$ cat src/rtl/sram_arbiter.sv
// Two-port (instruction fetch / data) arbiter driving an asynchronous SRAM with fixed strobe timing.
// Optional build macro ARB_ROUND_ROBIN_EN: alternate grants on contention instead of data-first priority.
module sram_arbiter #(
  parameter int WAIT_CYCLES = 1
) (
  input  logic        clk,
  input  logic        rst,
  input  logic        iread_ce,
  input  logic [31:0] irom_addr,
  output logic [31:0] rom_inst,
  output logic        ifin,
  input  logic        dread_ce,
  input  logic        dwrite_ce,
  input  logic [31:0] drom_addr,
  input  logic [31:0] wdata,
  input  logic [3:0]  dsel,
  output logic [31:0] rom_rdata,
  output logic        dfin,
  output logic [19:0] sram_addr,
  output logic [31:0] sram_din,
  input  logic [31:0] sram_dout,
  output logic        sram_ce_n,
  output logic        sram_oe_n,
  output logic        sram_we_n,
  output logic [3:0]  sram_be_n
);

  typedef enum logic [2:0] {IDLE, RD, WR_SETUP, WR_PULSE, WR_HOLD, DONE} state_t;

  localparam logic [2:0] LAST_CNT = 3'(WAIT_CYCLES);

  state_t      state_q, state_d;
  logic [2:0]  cnt_q, cnt_d;
  logic [19:0] addr_q, addr_d;
  logic [31:0] wdata_q, wdata_d;
  logic [3:0]  dsel_q, dsel_d;
  logic        port_q, port_d;     // 1 = data port owns the current access
  logic [31:0] inst_q, inst_d;
  logic [31:0] rdata_q, rdata_d;
  logic        data_req;
  logic        take_data;
  logic        in_rd, in_wr;
  logic        unused_addr_bits;
`ifdef ARB_ROUND_ROBIN_EN
  logic        rr_q, rr_d;         // 1 = data port was granted last
`endif

  assign data_req = dread_ce | dwrite_ce;
  assign unused_addr_bits = ^{irom_addr[31:22], irom_addr[1:0], drom_addr[31:22], drom_addr[1:0]};

  always_comb begin
    state_d   = state_q;
    cnt_d     = cnt_q;
    addr_d    = addr_q;
    wdata_d   = wdata_q;
    dsel_d    = dsel_q;
    port_d    = port_q;
    inst_d    = inst_q;
    rdata_d   = rdata_q;
    take_data = 1'b0;
`ifdef ARB_ROUND_ROBIN_EN
    rr_d      = rr_q;
`endif
    case (state_q)
      IDLE: begin
        if (iread_ce || data_req) begin
`ifdef ARB_ROUND_ROBIN_EN
          take_data = data_req && !(iread_ce && rr_q);
          rr_d      = take_data;
`else
          take_data = data_req;
`endif
          port_d = take_data;
          cnt_d  = '0;
          if (take_data) begin
            addr_d  = drom_addr[21:2];
            wdata_d = wdata;
            dsel_d  = dsel;
            // A simultaneous read+write request is served as a write.
            state_d = dwrite_ce ? WR_SETUP : RD;
          end else begin
            addr_d  = irom_addr[21:2];
            state_d = RD;
          end
        end
      end
      RD: begin
        if (cnt_q == LAST_CNT) begin
          state_d = DONE;
          if (port_q) rdata_d = sram_dout;
          else        inst_d  = sram_dout;
        end else begin
          cnt_d = cnt_q + 3'd1;
        end
      end
      WR_SETUP: state_d = WR_PULSE;
      WR_PULSE: begin
        if (cnt_q == LAST_CNT) state_d = WR_HOLD;
        else                   cnt_d   = cnt_q + 3'd1;
      end
      WR_HOLD: state_d = DONE;
      DONE:    state_d = IDLE;
      default: state_d = IDLE;
    endcase
  end

  always_ff @(posedge clk) begin
    if (!rst) begin
      state_q <= IDLE;
      cnt_q   <= '0;
      addr_q  <= '0;
      wdata_q <= '0;
      dsel_q  <= '0;
      port_q  <= 1'b0;
      inst_q  <= '0;
      rdata_q <= '0;
`ifdef ARB_ROUND_ROBIN_EN
      rr_q    <= 1'b1;
`endif
    end else begin
      state_q <= state_d;
      cnt_q   <= cnt_d;
      addr_q  <= addr_d;
      wdata_q <= wdata_d;
      dsel_q  <= dsel_d;
      port_q  <= port_d;
      inst_q  <= inst_d;
      rdata_q <= rdata_d;
`ifdef ARB_ROUND_ROBIN_EN
      rr_q    <= rr_d;
`endif
    end
  end

  // Strobes decode straight from the registered state, so they are glitch-free per cycle.
  assign in_rd     = (state_q == RD);
  assign in_wr     = (state_q == WR_SETUP) || (state_q == WR_PULSE) || (state_q == WR_HOLD);
  assign sram_ce_n = !(in_rd || in_wr);
  assign sram_oe_n = !in_rd;
  assign sram_we_n = (state_q != WR_PULSE);
  assign sram_be_n = in_rd ? 4'h0 : (in_wr ? ~dsel_q : 4'hF);
  assign sram_addr = addr_q;
  assign sram_din  = wdata_q;
  assign ifin      = (state_q == DONE) && !port_q;
  assign dfin      = (state_q == DONE) && port_q;
  assign rom_inst  = inst_q;
  assign rom_rdata = rdata_q;

endmodule

$ cat config.mk
export PLATFORM = sky130hd
export DESIGN_NAME = sram_arbiter
export DESIGN_NICKNAME = d
export VERILOG_FILES = /design/src/rtl/sram_arbiter.sv
export SDC_FILE = /design/constraint.sdc
export NUM_CORES = 1
export LEC_CHECK = 0
export BUFFER_PORTS_ARGS = -buffer_cell sky130_fd_sc_hd__buf_2
export CORE_MARGIN = 3
export CORE_UTILIZATION = 45
export DETAILED_ROUTE_END_ITERATION = 10
export GPL_TIMING_DRIVEN = 0
export PLACE_DENSITY = 0.82
export SYNTH_ARGS = -nofsm -noshare
export SYNTH_HDL_FRONTEND = slang
export SYNTH_SLANG_ARGS = --single-unit
$ cat constraint.sdc
create_clock -name clk -period 4.24 [get_ports clk]
set_input_delay 0.848 -clock clk [delete_from_list [all_inputs] [get_ports clk]]
set_output_delay 0.848 -clock clk [all_outputs]
set_load 0.01 [all_outputs]
Yosys cells after proc, flatten, opt, wreduce, memory -nomap -nowiden --
Index checks and enable logic that the tools add are counted.
Storage, ports and cells: input bits 137, output and inout bits 125, word-level logic and storage cells 53, bits in registers 127
Cells by class: add/sub/neg operators 1, muxes and demuxes 12, equality and inequality tests 11, bitwise gates (word level) 3, reductions and logical operators 18
Operators with widths (number):
- $mux W20 | 1
- $mux W3 | 5
- $pmux W3 S5 | 1
- $reduce_and A3 Y1 | 5
- $mux W4 | 2
- $eq A3 B1 Y1 const B | 2
- $eq A3 B2 Y1 const B | 2
- $eq A3 B3 Y1 const B | 2
- $ne A2 B2 Y1 const B | 3
- $pmux W3 S2 | 1
- $logic_or A1 B1 Y1 | 4
- $mux W2 | 2
- $not A4 Y4 | 1
- $add A3 B1 Y3 const B | 1
- $logic_not A1 Y1 | 3
- $logic_not A3 Y1 | 1
- $ne A3 B2 Y1 const B | 1
- $logic_and A1 B1 Y1 | 2
- $ne A2 B1 Y1 const B | 1
- $reduce_and A2 Y1 | 1
- $reduce_bool A2 Y1 | 1
- $reduce_or A2 Y1 | 1
- $not A1 Y1 | 1
- $or A1 B1 Y1 | 1

Logic depth before layout (Yosys ltp) --
Gate-level depths: netlist of the first run.
word-level depth 5, mapped depth 8, mapped depth without buffers 5

Least setup slack after synthesis of the first run --
OpenSTA, ideal clock, no wires.
path kind register to output, from register state_q[2], to output port sram_be_n[0], path slack 2.311 ns, arrival time 1.081 ns, buffers on the path 2, required time 3.392 ns, stages on the path, launching flop included 6, cells stage by stage dfxtp_1 -> buf_4 -> nor3_4 -> buf_2 -> nor2_1 -> o21ai_0
Between the ends: word-level cells in the longest chain between the ends 5, elaborated cells on any way between the ends 8, those cells by class 4 x eq/ne; 2 x mux; 2 x reduce/logical
RTL lines:
- start, declared | RTL line 32 | state_t state_q, state_d;
- start signal, assigned | RTL line 121 | state_q <= state_d;
- $eq A3 B2 Y1 | RTL line 137 | assign in_wr = (state_q == WR_SETUP) || (state_q == WR_PULSE) || (state_q == WR_HOLD);
- $logic_or A1 B1 Y1 (2 in series) | RTL line 137
- $mux W4 | RTL line 141 | assign sram_be_n = in_rd ? 4'h0 : (in_wr ? ~dsel_q : 4'hF);
- $mux W4 * | RTL line 141
- end, declared | RTL line 25 | output logic [3:0] sram_be_n
Mark *: on every way between the ends. The rest lies on a longest branch, timed or not.

Final worst setup path of the first run --
from register state_q[1], to output port sram_be_n[2]
Same word-level chain as after synthesis.

==> run_results.csv, run 1 <==
group,metric,value,unit
critical_path,worstSetupPathDepth,6,
logic_synthesis,syn_inst,580,
power,ir_drop,0.301,mV
power,power.leakage,0.00368,uW
clocking,clk_pin_slew_worst_paths,60,ps
final_layout,layout_common_cells,"buf_2 (245), nand2_1 (139), dfxtp_1 (127)",
final_layout,layout_commonest_cell,"buf_2",
route,finalWirelength,15.2,mm
die,initial_core_util,0.467,
logic_synthesis,avgSynthCellArea,8.88,sq um
route,via_count,5129,
clocking,ctsLongestPathBuffers,2,
final_layout,area_growth,37.9,%
clocking,ctsResizeCount,0,
timing,finalHoldViolCount,0,
clocking,h-tree-depth,4,
hold_path,hold_depth,2,
logic_synthesis,synthArstFlopShare,0,
grt,grt_max_degree,17,
clocking,cts_hold_buf,0,
power,p_total,3670,uW
final_layout,nets,974,
place,gp_congestion,0.833,
critical_path,timing.rr.end,"rom_rdata[19]$_SDFFE_PN0P_",
logic_synthesis,yosys.area.top_type_share,0.493,
clocking,root_buffer,"clkbuf_16",
final_layout,drive_above_1_share,0.347,
grt,grt_pass1_vias,5009,
clocking,cts_sinks,127,
logic_synthesis,synth_cell_types,34,
critical_path,critical_path_class,"register to output port",
logic_synthesis,yosysWarnings,0,
die,dieArea,12800,sq um
critical_path,slowest_delay,340,ps
grt,track_usage,0.234,
critical_path,crit_required,3390,ps
timing,timing.setup.tns,0,ps
critical_path,critPathArrivalTime,1910,ps
critical_path,timing.rr.start,"cnt_q[0]$_SDFFE_PN0P_",
route,drtAntennaViolNets,0,
critical_path,cp_num_buf_inv,3,
logic_synthesis,yosys_register_bits,127,
critical_path,crit_slowest_cell,"nor2_1",
hold_path,min_from,"rom_rdata[22]$_SDFFE_PN0P_",
logic_synthesis,synth_top_cell_by_area,"dfxtp_1",
place,dp_hpwl,11.2,mm
hold_path,min_to,"rom_rdata[22]$_SDFFE_PN0P_",
route,drtIter0Drc,394,
critical_path,cp_max_fo,10,
grt,grt_pass1_wl,24.1,mm
timing,max_freq,362,MHz
route,wl_per_cell,15.3,um
clocking,cts_buffers,17,
route,drc_errors,0,
final_layout,antenna_cells,0,
outcome,outcome,"finished, final reports clean",
timing,drv_slew,0,
timing,min_period_over_period,0.652,
route,drt-vias-per-instance,5.19,
route,drtPass1Iterations,4,
critical_path,reg2reg_depth,6,
critical_path,cp_cell_sequence,"buf_2, nor3_4, buf_2, nor2_1, o21ai_0, buf_2",
hold_path,hp-class,"register to register",
critical_path,cp-end-kind,"output port",
clocking,clkLatencyLatePin,410,ps
timing,fin_crit,2760,ps
logic_synthesis,synth-edff-count,0,
grt,antenna_found_initial,0,
grt,globalRouteOverflowTotal,0,
flow_run,cap_violations,0,
critical_path,regToRegSetupSlack,2500,ps
logic_synthesis,syn_nets,719,
logic_synthesis,yosys_most_used_dff,"dfxtp_1",
timing,setup_viol,0,
logic_synthesis,synth_area_leaders,"dfxtp_1 (49%), mux2i_1 (12%), nand2_1 (10%), a21oi_1 (5.9%), o21ai_0 (4.1%)",
critical_path,cp_common_cell,"buf_2",
timing,clock_skew,9.01,ps
timing,tightest_slew,600,ps
critical_path,critPathTopFamily,"buffers and inverters",
timing,slew_headroom,0.597,
power,powerDensity,517,nW/um^2
die,pin_count,262,
clocking,cts_tree,"yes",
die,num_rows,38,
clocking,post_cts_buffers,0,
die,coreArea,11000,sq um
logic_synthesis,synth_area,5150,sq um
timing,rsz0062_at_grt,"false",
die,die_w,113,um
place,io_buffers,236,
critical_path,start_kind,"register",
die,fp.dieH,113,um
logic_synthesis,yosysSeqAreaShare,0.493,
[per-layer routing]
metal / global-route usage / share of wire
met1: 0.273 / 0.42
met2: 0.403 / 0.49
met3: 0.0765 / 0.077
met4: 0.0841 / 0.013
met5: 0 / 0
[worst max path at each step]
stage                     slack (ps)                    start            to
final                           1480  state_q[1]$_SDFFE_PN0P_  sram_be_n[2]
after global routing            1340  state_q[1]$_SDFFE_PN0P_  sram_be_n[2]
after CTS                       1450  state_q[1]$_SDFFE_PN0P_  sram_be_n[2]
after detailed placement        1920  state_q[1]$_SDFFE_PN0P_  sram_be_n[2]
after global placement          1910  state_q[1]$_SDFFE_PN0P_  sram_be_n[2]
after floorplan                 2310  state_q[2]$_SDFFE_PN0P_  sram_be_n[0]
[logic make-up (layout without fill, tap and decap cells)]
kind of cell | after synthesis | in the layout | share of synthesized area
DFF | 127 | 127 | 0.493
buffers and inverters | 59 | 327 | 0.0626
muxes | 64 | 64 | 0.124
AOI/OAI and AO/OA | 131 | 131 | 0.148
and+or+nand+nor | 197 | 197 | 0.167
adders and majority gates | 2 | 2 | 0.00486
[cell usage after synthesis (2+ instances only)]
cell type / instances
inv_1: 4
nor3_1: 3
mux2i_1: 64
buf_4: 5
o21ai_0: 42
nand2_1: 139
clkbuf_1: 31
buf_6: 5
nor2_1: 5
o221ai_1: 2
dfxtp_1: 127
or3_1: 4
buf_2: 9
nor2b_1: 2
a21oi_1: 61
buf_8: 3
a311oi_1: 20
ha_1: 2
o21a_1: 2
nand3_1: 36
[registers in the layout, indices dropped and copies added (netlist names)]
| signal | cells |
|---|---|
| rom_rdata | 32 |
| sram_addr | 20 |
| cnt_q | 3 |
| sram_din | 32 |
| dsel_q | 4 |
| rom_inst | 32 |
| port_q | 1 |
| state_q | 3 |
[worst reg2reg max path: cells and delay by family, from the launching register on]
kind,cells,cell delay [ps]
adder cells (fa/ha/maj),1,180
buffers and inverters,2,560
flip-flops,1,370
multiplexers,1,180
AND/OR/NAND/NOR,2,380
[report_power, final]
part	switching, uW	internal [uW]	leakage (uW)	total [uW]
Clock	514	923	0.000296	1440
Combinational	502	341	0.00235	843
Sequential	66.8	1330	0.00103	1400
Total	1080	2590	0.00368	3670
[per-stage QoR]
step           setup WS (ps)  utilization  cell area [sq um]  instances  hold slack (ps)
2_1_floorplan           2310            -               5150        580              451
3_3_place_gp            1910        0.590               6510        956              441
4_1_cts                 1450        0.644               7100        988              458
6_report                1480        0.644               7100        988              454
5_1_grt                 1340        0.644               7100        988              472
3_5_place_dp            1920        0.590               6510        956              450
[area by class of cell]
| cell class | count | area [sq um] |
|---|---|---|
| timing repair buffer | 236 | 1180 |
| inverter | 5 | 18.8 |
| multi-input combinational | 394 | 2290 |
| fill | 962 | 3930 |
| clock buffer | 22 | 484 |
| buffer | 54 | 304 |
| tap | 140 | 175 |
| clock inverter | 10 | 110 |
| sequential | 127 | 2540 |
No activity file was read; power rests on OpenSTA's default activity.
==> run 2: changes to the inputs <==
ABC_AREA = 1   (was unset)
PLACE_DENSITY = 0.83   (was 0.82)
clock period = 2.6 ns   (was 4.24 ns; I/O delays follow)
==> run 2 against run 1 <==
Compared with the run above: core utilization rose by 0.63 points; worst hold slack got worse by 170 ps; global-route usage fell by 0.75 points; cell count rose by 7.9%; synthesized cell count rose by 14%; clock power rose by 51%; critical endpoint is now sram_be_n[1].
==> run_results.csv, run 2 <==
group,metric,value,unit
outcome,outcome,"finished, final reports clean",
logic_synthesis,synth_area_leaders,"dfxtp_1 (52%), nor2_1 (14%), o21ai_0 (9.2%), nand2_1 (8.4%), a21oi_1 (4.4%)",
clocking,clkLatencyLatePin,500,ps
logic_synthesis,syn_inst,661,
critical_path,cp_num_buf_inv,3,
die,dieArea,12200,sq um
die,coreArea,10500,sq um
timing,tightest_slew,479,ps
logic_synthesis,avgSynthCellArea,7.40,sq um
clocking,root_buffer,"clkbuf_8",
grt,grt_max_degree,17,
power,powerDensity,1070,nW/um^2
critical_path,critPathTopFamily,"buffers and inverters",
die,die_w,110,um
final_layout,layout_common_cells,"buf_2 (251), nor2_1 (178), dfxtp_1 (126)",
die,pin_count,262,
clocking,clk_pin_slew_worst_paths,60,ps
clocking,ctsLongestPathBuffers,2,
logic_synthesis,yosysWarnings,0,
logic_synthesis,synthArstFlopShare,0,
timing,drv_slew,0,
grt,grt_pass1_wl,21.9,mm
grt,grt_pass1_vias,4680,
route,drtPass1Iterations,5,
critical_path,regToRegSetupSlack,850,ps
final_layout,drive_above_1_share,0.327,
grt,antenna_found_initial,0,
place,dp_hpwl,10.5,mm
critical_path,timing.rr.end,"rom_inst[29]$_SDFFE_PN0P_",
timing,clock_skew,10.4,ps
grt,globalRouteOverflowTotal,0,
clocking,h-tree-depth,4,
logic_synthesis,yosys.area.top_type_share,0.520,
logic_synthesis,synth-edff-count,0,
critical_path,startpoint,"state_q[1]$_SDFFE_PN0P_",
critical_path,critical_path_class,"register to output port",
power,power.leakage,0.00335,uW
timing,fin_hold_ws,283,ps
logic_synthesis,synth_area,4890,sq um
clocking,cts_hold_buf,0,
critical_path,endpoint,"sram_be_n[1]",
route,drtIter0Drc,352,
critical_path,start_kind,"register",
clocking,cts_tree,"yes",
logic_synthesis,syn_nets,800,
final_layout,design_area,6800,sq um
route,finalWirelength,14.0,mm
final_layout,antenna_cells,0,
clocking,cts_sinks,127,
timing,finalHoldViolCount,0,
hold_path,hp-class,"input port to register",
timing,max_freq,424,MHz
critical_path,crit_slowest_cell,"dfxtp_2",
critical_path,worstSetupPathDepth,7,
route,drtAntennaViolNets,0,
die,fp.dieH,110,um
die,initial_core_util,0.467,
final_layout,area_growth,39.1,%
logic_synthesis,synth_cell_types,23,
critical_path,critPathArrivalTime,1840,ps
route,drc_errors,0,
timing,slew_headroom,0.681,
critical_path,crit_required,2080,ps
place,placed_area,6250,sq um
clocking,cts_buffers,17,
timing,rsz0062_at_grt,"false",
critical_path,timing.rr.start,"cnt_q[1]$_SDFFE_PN0P_",
grt,track_usage,0.227,
flow_run,cap_violations,0,
logic_synthesis,ys_top_cells_by_count,"nor2_1 (178), dfxtp_1 (127), nand2_1 (110)",
power,p_total,7280,uW
critical_path,cp_max_fo,7,
timing,setup_viol,0,
logic_synthesis,yosys_most_used_dff,"dfxtp_1",
critical_path,reg2reg_depth,8,
power,ir_drop,0.527,mV
logic_synthesis,yosysSeqAreaShare,0.520,
place,dp_slack,608,ps
final_layout,nets,1056,
critical_path,cp-end-kind,"output port",
place,gp_congestion,0.816,
logic_synthesis,synth_most_common_cell,"nor2_1",
route,wl_per_cell,13.1,um
timing,timing.setup.tns,0,ps
timing,fin_ws,239,ps
logic_synthesis,synth_top_cell_by_area,"dfxtp_1",
hold_path,min_from,"wdata[19]",
timing,min_period_over_period,0.908,
clocking,post_cts_buffers,0,
route,drt-vias-per-instance,4.85,
die,num_rows,37,
place,io_buffers,237,
critical_path,slowest_delay,390,ps
route,via_count,5171,
final_layout,layout_commonest_cell,"buf_2",
logic_synthesis,yosys_register_bits,127,
critical_path,cp_cell_sequence,"inv_1, nand2_2, inv_1, nor2_1, o21ai_2, o21ai_0, buf_2",
critical_path,cp_common_cell,"inv_1",
hold_path,hold_depth,3,
timing,fin_crit,2360,ps
==> run 2: worst register-to-register path, delay by kind of cell, from the launching register on <==
kind                     cells  cell delay (ps)
AND/OR/NAND/NOR              4              640
buffers and inverters        2              380
flip-flops                   1              350
adder cells (fa/ha/maj)      1              170
AO/OA/AOI/OAI                1              150
==> run 2: repair_timing <==
item                                    CTS  global route
endpoints found under the hold margin     0             0
endpoints found under the setup margin    0             5
resized for setup                         0             3
==> run 2: area by class of cell <==
cell class	count	area, sq um
Clock inverter	14	133
Buffer	44	225
Multi-Input combinational cell	476	2070
Timing Repair Buffer	237	1190
Sequential cell	127	2540
Clock buffer	18	418
Inverter	14	52.6
Tap cell	136	170
Fill cell	975	3660
==> run 2: logic make-up (layout without fill, tap and decap cells) <==
logic type               after synthesis  after routing  share of synthesized area
AO/OA/AOI/OAI                        135            135                      0.138
flip-flops                           127            127                      0.520
AND/OR/NAND/NOR                      339            339                      0.280
buffers and inverters                 58            327                     0.0568
adder cells (fa/ha/maj)                2              2                    0.00512
==> run 2: metal layers <==
| layer | global-route usage | up-vias | wire [um] |
|---|---|---|---|
| met4 | 0.0748 | 0 | 310 |
| li1 | - | 2645 | - |
| met3 | 0.0833 | 26 | 1090 |
| met5 | 0 | - | 0 |
| met2 | 0.377 | 176 | 6800 |
| met1 | 0.272 | 2324 | 5780 |
==> run 2: worst min path at each step <==
stage / end / slack, ps
final: sram_din[19]$_SDFFE_PN0P_ / 280
after global routing: sram_din[10]$_SDFFE_PN0P_ / 250
after CTS: sram_din[18]$_SDFFE_PN0P_ / 260
after detailed placement: sram_din[15]$_SDFFE_PN0P_ / 450
after global placement: rom_rdata[25]$_SDFFE_PN0P_ / 440
after floorplan: dsel_q[0]$_SDFFE_PN0P_ / 440
==> run 2: stage by stage <==
step,util,instances
6_report,0.650,1066
2_1_floorplan,-,661
5_1_grt,0.650,1066
3_3_place_gp,0.597,1034
4_1_cts,0.650,1066
3_5_place_dp,0.597,1034
==> run 2: power by group <==
part           switching (uW)  internal, uW  total, uW
combinational            1500           942       2450
clock                     903          1280       2180
sequential                244          2400       2650
